`src/rtl/vga_pkg.sv`:
```
// vga_pkg: 800x600 display geometry and overlay rectangle constants
package vga_pkg;
  localparam int HOR_PIXELS = 800;
  localparam int VER_PIXELS = 600;
  localparam int VER_BLANK_START = 600;
  localparam int RECT_WIDTH = 48;
  localparam int RECT_HEIGHT = 64;
  localparam int RECT_ADDR_W = 12;
  localparam int RECT_COORD_W = 6;
endpackage

```
`src/rtl/delay.sv`:
```
// delay: WIDTH-bit shift register delaying d by CLK_DEL clocks, sync reset to zero
module delay #(
  parameter int WIDTH = 8,
  parameter int CLK_DEL = 1
) (
  input  logic             clk,
  input  logic             rst,
  input  logic [WIDTH-1:0] d,
  output logic [WIDTH-1:0] q
);
  logic [WIDTH-1:0] stage [CLK_DEL];
  always_ff @(posedge clk) begin
    if (rst) begin
      for (int i = 0; i < CLK_DEL; i++) stage[i] <= '0;
    end else begin
      stage[0] <= d;
      for (int i = 1; i < CLK_DEL; i++) stage[i] <= stage[i-1];
    end
  end
  assign q = stage[CLK_DEL-1];
endmodule

```
`src/rtl/draw_rect.sv`:
```
// draw_rect: overlays a ROM-sourced image rectangle onto the VGA pixel stream, 2 clk latency
module draw_rect
  import vga_pkg::*;
#(
  parameter int RECT_W = RECT_WIDTH,
  parameter int RECT_H = RECT_HEIGHT,
  parameter bit TRANSP_EN = 1'b1,
  parameter logic [11:0] TRANSP_COLOR = 12'h000
) (
  input  logic                   clk,
  input  logic                   rst,
  input  logic [10:0]            hcount_in,
  input  logic                   hsync_in,
  input  logic                   hblnk_in,
  input  logic [10:0]            vcount_in,
  input  logic                   vsync_in,
  input  logic                   vblnk_in,
  input  logic [11:0]            rgb_in,
  input  logic [10:0]            xpos,
  input  logic [10:0]            ypos,
  output logic [RECT_ADDR_W-1:0] pixel_addr,
  input  logic [11:0]            rgb_pixel,
  output logic [10:0]            hcount_out,
  output logic                   hsync_out,
  output logic                   hblnk_out,
  output logic [10:0]            vcount_out,
  output logic                   vsync_out,
  output logic                   vblnk_out,
  output logic [11:0]            rgb_out
);
  localparam logic [10:0] X_MAX = 11'(HOR_PIXELS - RECT_W);
  localparam logic [10:0] Y_MAX = 11'(VER_PIXELS - RECT_H);
  logic [10:0] xpos_q, ypos_q, col, row;
  logic [11:0] rgb_q, rgb_d;
  logic hit, in_rect, in_rect_d;
  assign col = hcount_in - xpos_q;
  assign row = vcount_in - ypos_q;
  assign hit = (hcount_in >= xpos_q) && (hcount_in < xpos_q + 11'(RECT_W)) &&
               (vcount_in >= ypos_q) && (vcount_in < ypos_q + 11'(RECT_H)) && !hblnk_in && !vblnk_in;
  // position is latched once per frame so a moving rectangle never tears
  always_ff @(posedge clk) begin
    if (rst) begin
      xpos_q <= '0;
      ypos_q <= '0;
      in_rect <= 1'b0;
      rgb_q <= '0;
      pixel_addr <= '0;
    end else begin
      if (vcount_in == 11'(VER_BLANK_START) && hcount_in == '0) begin
        xpos_q <= (xpos > X_MAX) ? X_MAX : xpos;
        ypos_q <= (ypos > Y_MAX) ? Y_MAX : ypos;
      end
      in_rect <= hit;
      rgb_q <= rgb_in;
      pixel_addr <= hit ? {row[RECT_COORD_W-1:0], col[RECT_COORD_W-1:0]} : '0;
    end
  end
  delay #(.WIDTH(26), .CLK_DEL(2)) u_timing (
    .clk(clk),
    .rst(rst),
    .d({hcount_in, hsync_in, hblnk_in, vcount_in, vsync_in, vblnk_in}),
    .q({hcount_out, hsync_out, hblnk_out, vcount_out, vsync_out, vblnk_out})
  );
  delay #(.WIDTH(13), .CLK_DEL(1)) u_rgb (
    .clk(clk),
    .rst(rst),
    .d({in_rect, rgb_q}),
    .q({in_rect_d, rgb_d})
  );
  // ROM data arrives in the output cycle, so the final mux is combinational on it
  assign rgb_out = (hblnk_out || vblnk_out) ? 12'h000 :
                   (in_rect_d && !(TRANSP_EN && rgb_pixel == TRANSP_COLOR)) ? rgb_pixel : rgb_d;
endmodule
```
`config.mk`:
```
export PLATFORM = sky130hd
export DESIGN_NAME = draw_rect
export DESIGN_NICKNAME = d
export VERILOG_FILES = /design/src/rtl/vga_pkg.sv /design/src/rtl/delay.sv /design/src/rtl/draw_rect.sv
export SDC_FILE = /design/constraint.sdc
export NUM_CORES = 1
export LEC_CHECK = 0
export ABC_AREA = 1
export CAP_MARGIN = 0
export CORE_UTILIZATION = 54
export CTS_CLUSTER_SIZE = 16
export DETAILED_ROUTE_END_ITERATION = 16
export GPL_ROUTABILITY_DRIVEN = 0
export PLACE_DENSITY = 0.91
export SLEW_MARGIN = 20
export SYNTH_ARGS = -nofsm -noshare
export SYNTH_HDL_FRONTEND = slang
export SYNTH_SLANG_ARGS = --single-unit
```
`constraint.sdc`:
```
create_clock -name clk -period 6.2 [get_ports clk]
set_input_delay 1.24 -clock clk [delete_from_list [all_inputs] [get_ports clk]]
set_output_delay 1.24 -clock clk [all_outputs]
set_load 0.05 [all_outputs]
```
==> impl_metrics.yaml, run 1 <==
global_routing:
  grt-ovfl-total: 0
  grt_pass1_vias: 4242
  grt_pass1_wl_mm: 18.1
  grt_use_total_pct: 22.9
  grt_max_degree: 81
  antenna_found_initial: 0
cts:
  path_clk_slew_ps: 100
  clock-sinks: 112
  cts_setup_buffers: 0
  htreeDepth: 3
  cts_buffer_depth: 2
  clock-root-buffer: "clkbuf_8"
  cts_tree: "done"
  numCtsBuffers: 9
  ctsResizeCount: 0
  ctsHoldBuffers: 0
  clkLatencyLatePin_ps: 370
routing:
  wl_per_cell_um: 12.2
  totalWireLength_mm: 11.1
  vias: 4442
  drc: 0
  antenna_left: 0
  drt_iter0_drc: 241
  dr.pass1.iters: 6
  via_per_inst: 4.88
layout:
  final_nets: 908
  final_area_um2: 6450
  nFillCells: 682
  syn_to_final_growth_pct: 25.9
  drive_gt1_share_pct: 4.00
  diodes: 0
  final_util_pct: 70.1
outcome:
  status: "completed"
yosys:
  synth_top_area_share_pct: 43.8
  synth_most_common_cell: "nor2_1"
  ys_ff_latch: 112
  synth_top_cell_by_area: "dfxtp_1"
  syn_inst: 701
  ys_seq_area_share_pct: 43.8
  syn-mean-instance-area_um2: 7.30
  ys_warn_count: 0
  syn_area_um2: 5120
  synth_edf_count: 0
  synth.area.top_cells: "dfxtp_1, nor2_1, inv_1, ha_1, nand2_1"
  yosys_most_used_dff: "dfxtp_1"
  async_reset_ff_share_pct: 0
  synthTopCellsByCount: "nor2_1, inv_1, dfxtp_1"
  synth.distinct_cells: 23
  synth_nets: 813
critical_path:
  start_kind: "primary input"
  critical_path.top_delay_family: "buffers and inverters"
  cp.arrival_ps: 3550
  critPathRequiredTime_ps: 4960
  end_kind: "primary output"
  path_class: "in -> out"
  path_cells: "clkdlybuf4s50_1, nor2_1, nand2_1, nor2_1, nand2_1, nand2_1, inv_1, nor2_1, nor2_1, clkdlybuf4s50_1"
  cp_slowest_stage_delay_ps: 820
  cp_slowest_cell: "clkdlybuf4s50_1"
  critical_path_buf_inv_count: 3
  crit_fanout: 13
  cpMostUsedCell: "nor2_1"
timing:
  fmax_ghz: 0.209
  fin_crit_sh_pct: 77.2
  grt_setup_unrepaired: "false"
  hold_slack_ps: 405
  tightest_slew_ps: 777
  hold_viol: 0
  layout_min_cycle_time_ps: 4790
  relSlewSlack_pct: 48.2
  slew_violations: 0
  finalSetupViolations: 0
  skew_ps: 14.5
  tns_ps: 0
die:
  initial_core_util_pct: 55.7
  die_y_um: 99.4
  core_area_um2: 9200
  pin_count: 124
  die_w_um: 99.4
  floorplan.die_area_um2: 9870
  fp-row-count: 35
power:
  powerDensity_nw_per_um2: 217
  leakagePower_nw: 3.07
  ir_drop_v: 0.000127
placement:
  numPortBuffers: 123
  hpwl_mm: 8.38
  post_dp_cell_area_um2: 6250
worst_hold_path:
  hold_class: "reg -> reg"
run:
  drv_cap: 0
==> final timing paths <==
kind	startpoint	end	slack, ps	cells after the start
setup / recovery	rgb_pixel[3]	rgb_out[9]	1410	10
hold / removal	u_timing.stage[0][25]$_SDFF_PP0_	u_timing.stage[0][51]$_SDFF_PP0_	410	2
setup reg to reg	xpos_q[4]$_SDFFE_PP0P_	pixel_addr[11]$_SDFF_PP0_	3410	16
hold reg to reg	u_timing.stage[0][25]$_SDFF_PP0_	u_timing.stage[0][51]$_SDFF_PP0_	410	2
==> worst min-delay path: stages, from the launching register on <==
cell	delay [ps]
dfxtp_1	310
inv_1	40
nor2_1	30
==> final cells by class <==
cell class	count	area [um2]	share of cell area, %
clock buffer	9	124	1.92
clock inverter	6	76.3	1.18
inverter	137	514	7.98
multi-input combinational	411	2110	32.7
sequential	112	2240	34.8
tap	111	139	2.15
timing repair buffer	125	1240	19.3
==> placed cells by master (no fill, tap or decap) <==
master,netlist,layout
a21oi_1,33,33
clkinvlp_4,0,2
bufinv_16,0,1
inv_6,0,1
inv_2,2,2
xnor2_1,1,1
nor2_1,160,160
nor2_2,9,9
nand3_1,17,17
buf_2,1,1
clkbuf_8,0,9
nand2_1,106,106
ha_1,36,36
nor3_1,3,3
inv_8,0,2
o21bai_1,1,1
dfxtp_1,112,112
o21ai_0,20,20
inv_1,135,135
or2_2,1,1
nor4_1,1,1
buf_4,22,2
o21ai_2,2,2
fa_1,2,2
clkdlybuf4s50_1,0,122
xor2_1,14,14
nand4_1,5,5
==> cells by family (layout without fill, tap and decap cells) <==
kind of cell    count (synthesis)  count (layout)  synth area share (%)
simple gates                  302             302                  23.4
compound gates                 56              56                  5.67
xor+xnor                       15              15                  2.57
flops                         112             112                  43.8
fa+ha+maj                      38              38                  9.58
buf+inv                       178             277                  15.0
==> flip-flops by register name, indices dropped and copies added (netlist names) <==
| signal | count |
|---|---|
| rgb_q | 12 |
| u_rgb.stage | 13 |
| xpos_q | 11 |
| pixel_addr | 12 |
| ypos_q | 11 |
| in_rect | 1 |
| u_timing.stage | 52 |
==> metrics by stage <==
step                      power [mW]  instances  setup WS, ps
after floorplan                0.888        701          2340
after global placement         0.965        896          1580
after detailed placement       0.973        896          1460
after CTS                       1.40        911          1440
after global routing            1.45        911          1280
final                           1.40        911          1410
==> report_power, final <==
group          switching [mW]  total (mW)  internal (mW)  leakage [nW]
clock network           0.246       0.437          0.192        0.0958
registers             0.00604       0.748          0.742         0.919
logic                   0.120       0.211         0.0910          2.05
==> per-layer routing <==
metal  GRT usage [%]  part of all wire (%)  vias to the layer above
met2            39.9                    48                      179
met5               0                     0                        -
met3            4.36                   5.5                       42
li1                -                     -                     2254
met1            26.7                    43                     1967
met4            12.2                   3.7                        0
Note: power is estimated with default switching activity, not from simulation.
==> inputs of run 2 (changes only) <==
--- a/config.mk
+++ b/config.mk
@@ -7,11 +7,11 @@
 export LEC_CHECK = 0
 export ABC_AREA = 1
 export CAP_MARGIN = 0
-export CORE_UTILIZATION = 54
+export CORE_UTILIZATION = 45
 export CTS_CLUSTER_SIZE = 16
 export DETAILED_ROUTE_END_ITERATION = 16
 export GPL_ROUTABILITY_DRIVEN = 0
-export PLACE_DENSITY = 0.91
+export PLACE_DENSITY = 0.82
 export SLEW_MARGIN = 20
 export SYNTH_ARGS = -nofsm -noshare
 export SYNTH_HDL_FRONTEND = slang
==> constraint.sdc (replaced) <==
create_clock -name clk -period 4.3 [get_ports clk]
set_input_delay 0.86 -clock clk [delete_from_list [all_inputs] [get_ports clk]]
set_output_delay 0.86 -clock clk [all_outputs]
set_load 0.05 [all_outputs]
==> impl_metrics.yaml, run 2 (synthesis results as in run 1) <==
outcome:
  status: "completed"
timing:
  finalSetupViolations: 0
  tightest_slew_ps: 760
  skew_ps: 9.65
  grt_setup_unrepaired: "false"
  relSlewSlack_pct: 49.3
  fmax_ghz: 0.252
  hold_viol: 0
  tns_ps: 0
  fin_crit_sh_pct: 92.4
  layout_min_cycle_time_ps: 3970
  slew_violations: 0
power:
  switching_share_pct: 25.2
  seqPwrFrac_pct: 48.7
  leakagePower_nw: 3.11
  total_power_mw: 2.21
  power_frac_clock_pct: 37.9
  powerDensity_nw_per_um2: 337
  p_int_mw: 1.66
  ir_drop_v: 0.000175
  comb_power_share_pct: 13.4
  p_switching_mw: 0.558
critical_path:
  critical_path_buf_inv_count: 3
  path_cells: "clkdlybuf4s50_1, nor2_1, nand2_1, nor2_1, nand2_1, nand2_1, inv_1, nor2_1, nor2_1, clkdlybuf4s50_1"
  r2r_slack_ps: 1480
  crit_fanout: 13
  start_kind: "primary input"
  cp_slowest_cell: "clkdlybuf4s50_1"
  cp.arrival_ps: 3110
  cp_slowest_stage_delay_ps: 810
  reg2reg_depth: 16
  cpMostUsedCell: "nor2_1"
  critPathRequiredTime_ps: 3440
  worst-path-stages: 10
  critical_path.top_delay_family: "buffers and inverters"
  path_class: "in -> out"
  end_kind: "primary output"
routing:
  wl_per_cell_um: 11.0
  dr.pass1.iters: 4
  drc: 0
  via_per_inst: 4.44
  antenna_left: 0
  drt_iter0_drc: 156
  totalWireLength_mm: 10.4
  vias: 4178
placement:
  hpwl_mm: 7.91
  numPortBuffers: 123
global_routing:
  grt-ovfl-total: 0
  grt_use_total_pct: 18.7
  grt_pass1_wl_mm: 17.1
  antenna_found_initial: 0
  grt_max_degree: 80
  grt_pass1_vias: 3966
worst_hold_path:
  hold_path_depth: 2
  hold_class: "reg -> reg"
layout:
  layout_common_cells: "nor2_1, inv_1, clkdlybuf4s50_1"
  drive_gt1_share_pct: 3.88
  multi_input_area_um2: 2110
  diodes: 0
  ff_latch_area_um2: 2240
  largest_register_ffs: 52
  syn_to_final_growth_pct: 28.4
  final_nets: 908
  reg_top3: "u_timing.stage: 52 flops, u_rgb.stage: 13 flops"
  nFillCells: 995
  final_common_cell: "nor2_1"
  top_register: "u_timing.stage"
cts:
  cts_setup_buffers: 0
  ctsResizeCount: 0
  cts_buffer_depth: 2
  clock-root-buffer: "clkbuf_16"
  ctsHoldBuffers: 0
  htreeDepth: 3
  cts_tree: "done"
  path_clk_slew_ps: 70
  clock-sinks: 112
  numCtsBuffers: 9
  clkLatencyLatePin_ps: 350
die:
  floorplan.die_area_um2: 11800
  die_w_um: 109
  die_y_um: 109
  pin_count: 124
  fp-row-count: 38
  initial_core_util_pct: 46.6
  core_area_um2: 11000
run:
  drv_cap: 0
[run 2: cell types whose count changed in the layout (fill, tap and decap cells not counted), sizes merged]
cell	delta
clkinv	+1
inv	-1
clkinvlp	-1
clkbuf	+1
[run 2: layer usage]
metal	vias to the layer above	share of wire (%)	global-route usage (%)
li1	2258	-	-
met1	1787	45	21.5
met2	116	47	33.1
met3	17	6.8	4.24
met4	0	1.7	7.82
met5	-	0	0
[run 2: stage by stage]
stage	hold WS, ps	std cells	area, um2	setup WS (ps)	util [%]
4_1_cts	403	940	6580	310	59.9
6_report	402	940	6580	329	59.9
2_1_floorplan	388	701	5120	1200	-
5_1_grt	416	940	6580	179	59.9
3_3_place_gp	388	925	6280	357	57.2
3_5_place_dp	394	925	6280	306	57.2
[run 2: power by group through the flow]
stage          Clock (mW)  Combinational, mW  Sequential, mW
2_1_floorplan           0              0.173            1.11
3_3_place_gp            0              0.291            1.10
3_5_place_dp            0              0.297            1.10
4_1_cts             0.858              0.298            1.08
5_1_grt             0.900              0.329            1.08
6_report            0.838              0.297            1.08
[run 2: path summary, 6_finish.rpt]
| check | start | endpoint |
|---|---|---|
| setup reg to reg | xpos_q[4]$_SDFFE_PP0P_ | pixel_addr[0]$_SDFF_PP0_ |
| hold reg to reg | u_timing.stage[0][9]$_SDFF_PP0_ | u_timing.stage[0][35]$_SDFF_PP0_ |
| hold / removal | u_timing.stage[0][9]$_SDFF_PP0_ | u_timing.stage[0][35]$_SDFF_PP0_ |
| setup / recovery | rgb_pixel[7] | rgb_out[9] |
[run 2: area by class of cell]
type | count | share of cell area [%]
inverters | 137 | 7.82
well taps | 140 | 2.66
repair buffers | 125 | 18.9
flip-flops and latches | 112 | 34.1
clock buffers | 10 | 3.48
clock inverters | 5 | 0.970
multi-input cells | 411 | 32.1
[run 2: tightest hold or removal path: stages (launching register included)]
cell and delay (ps):
dfxtp_1 300, inv_1 40, nor2_1 30
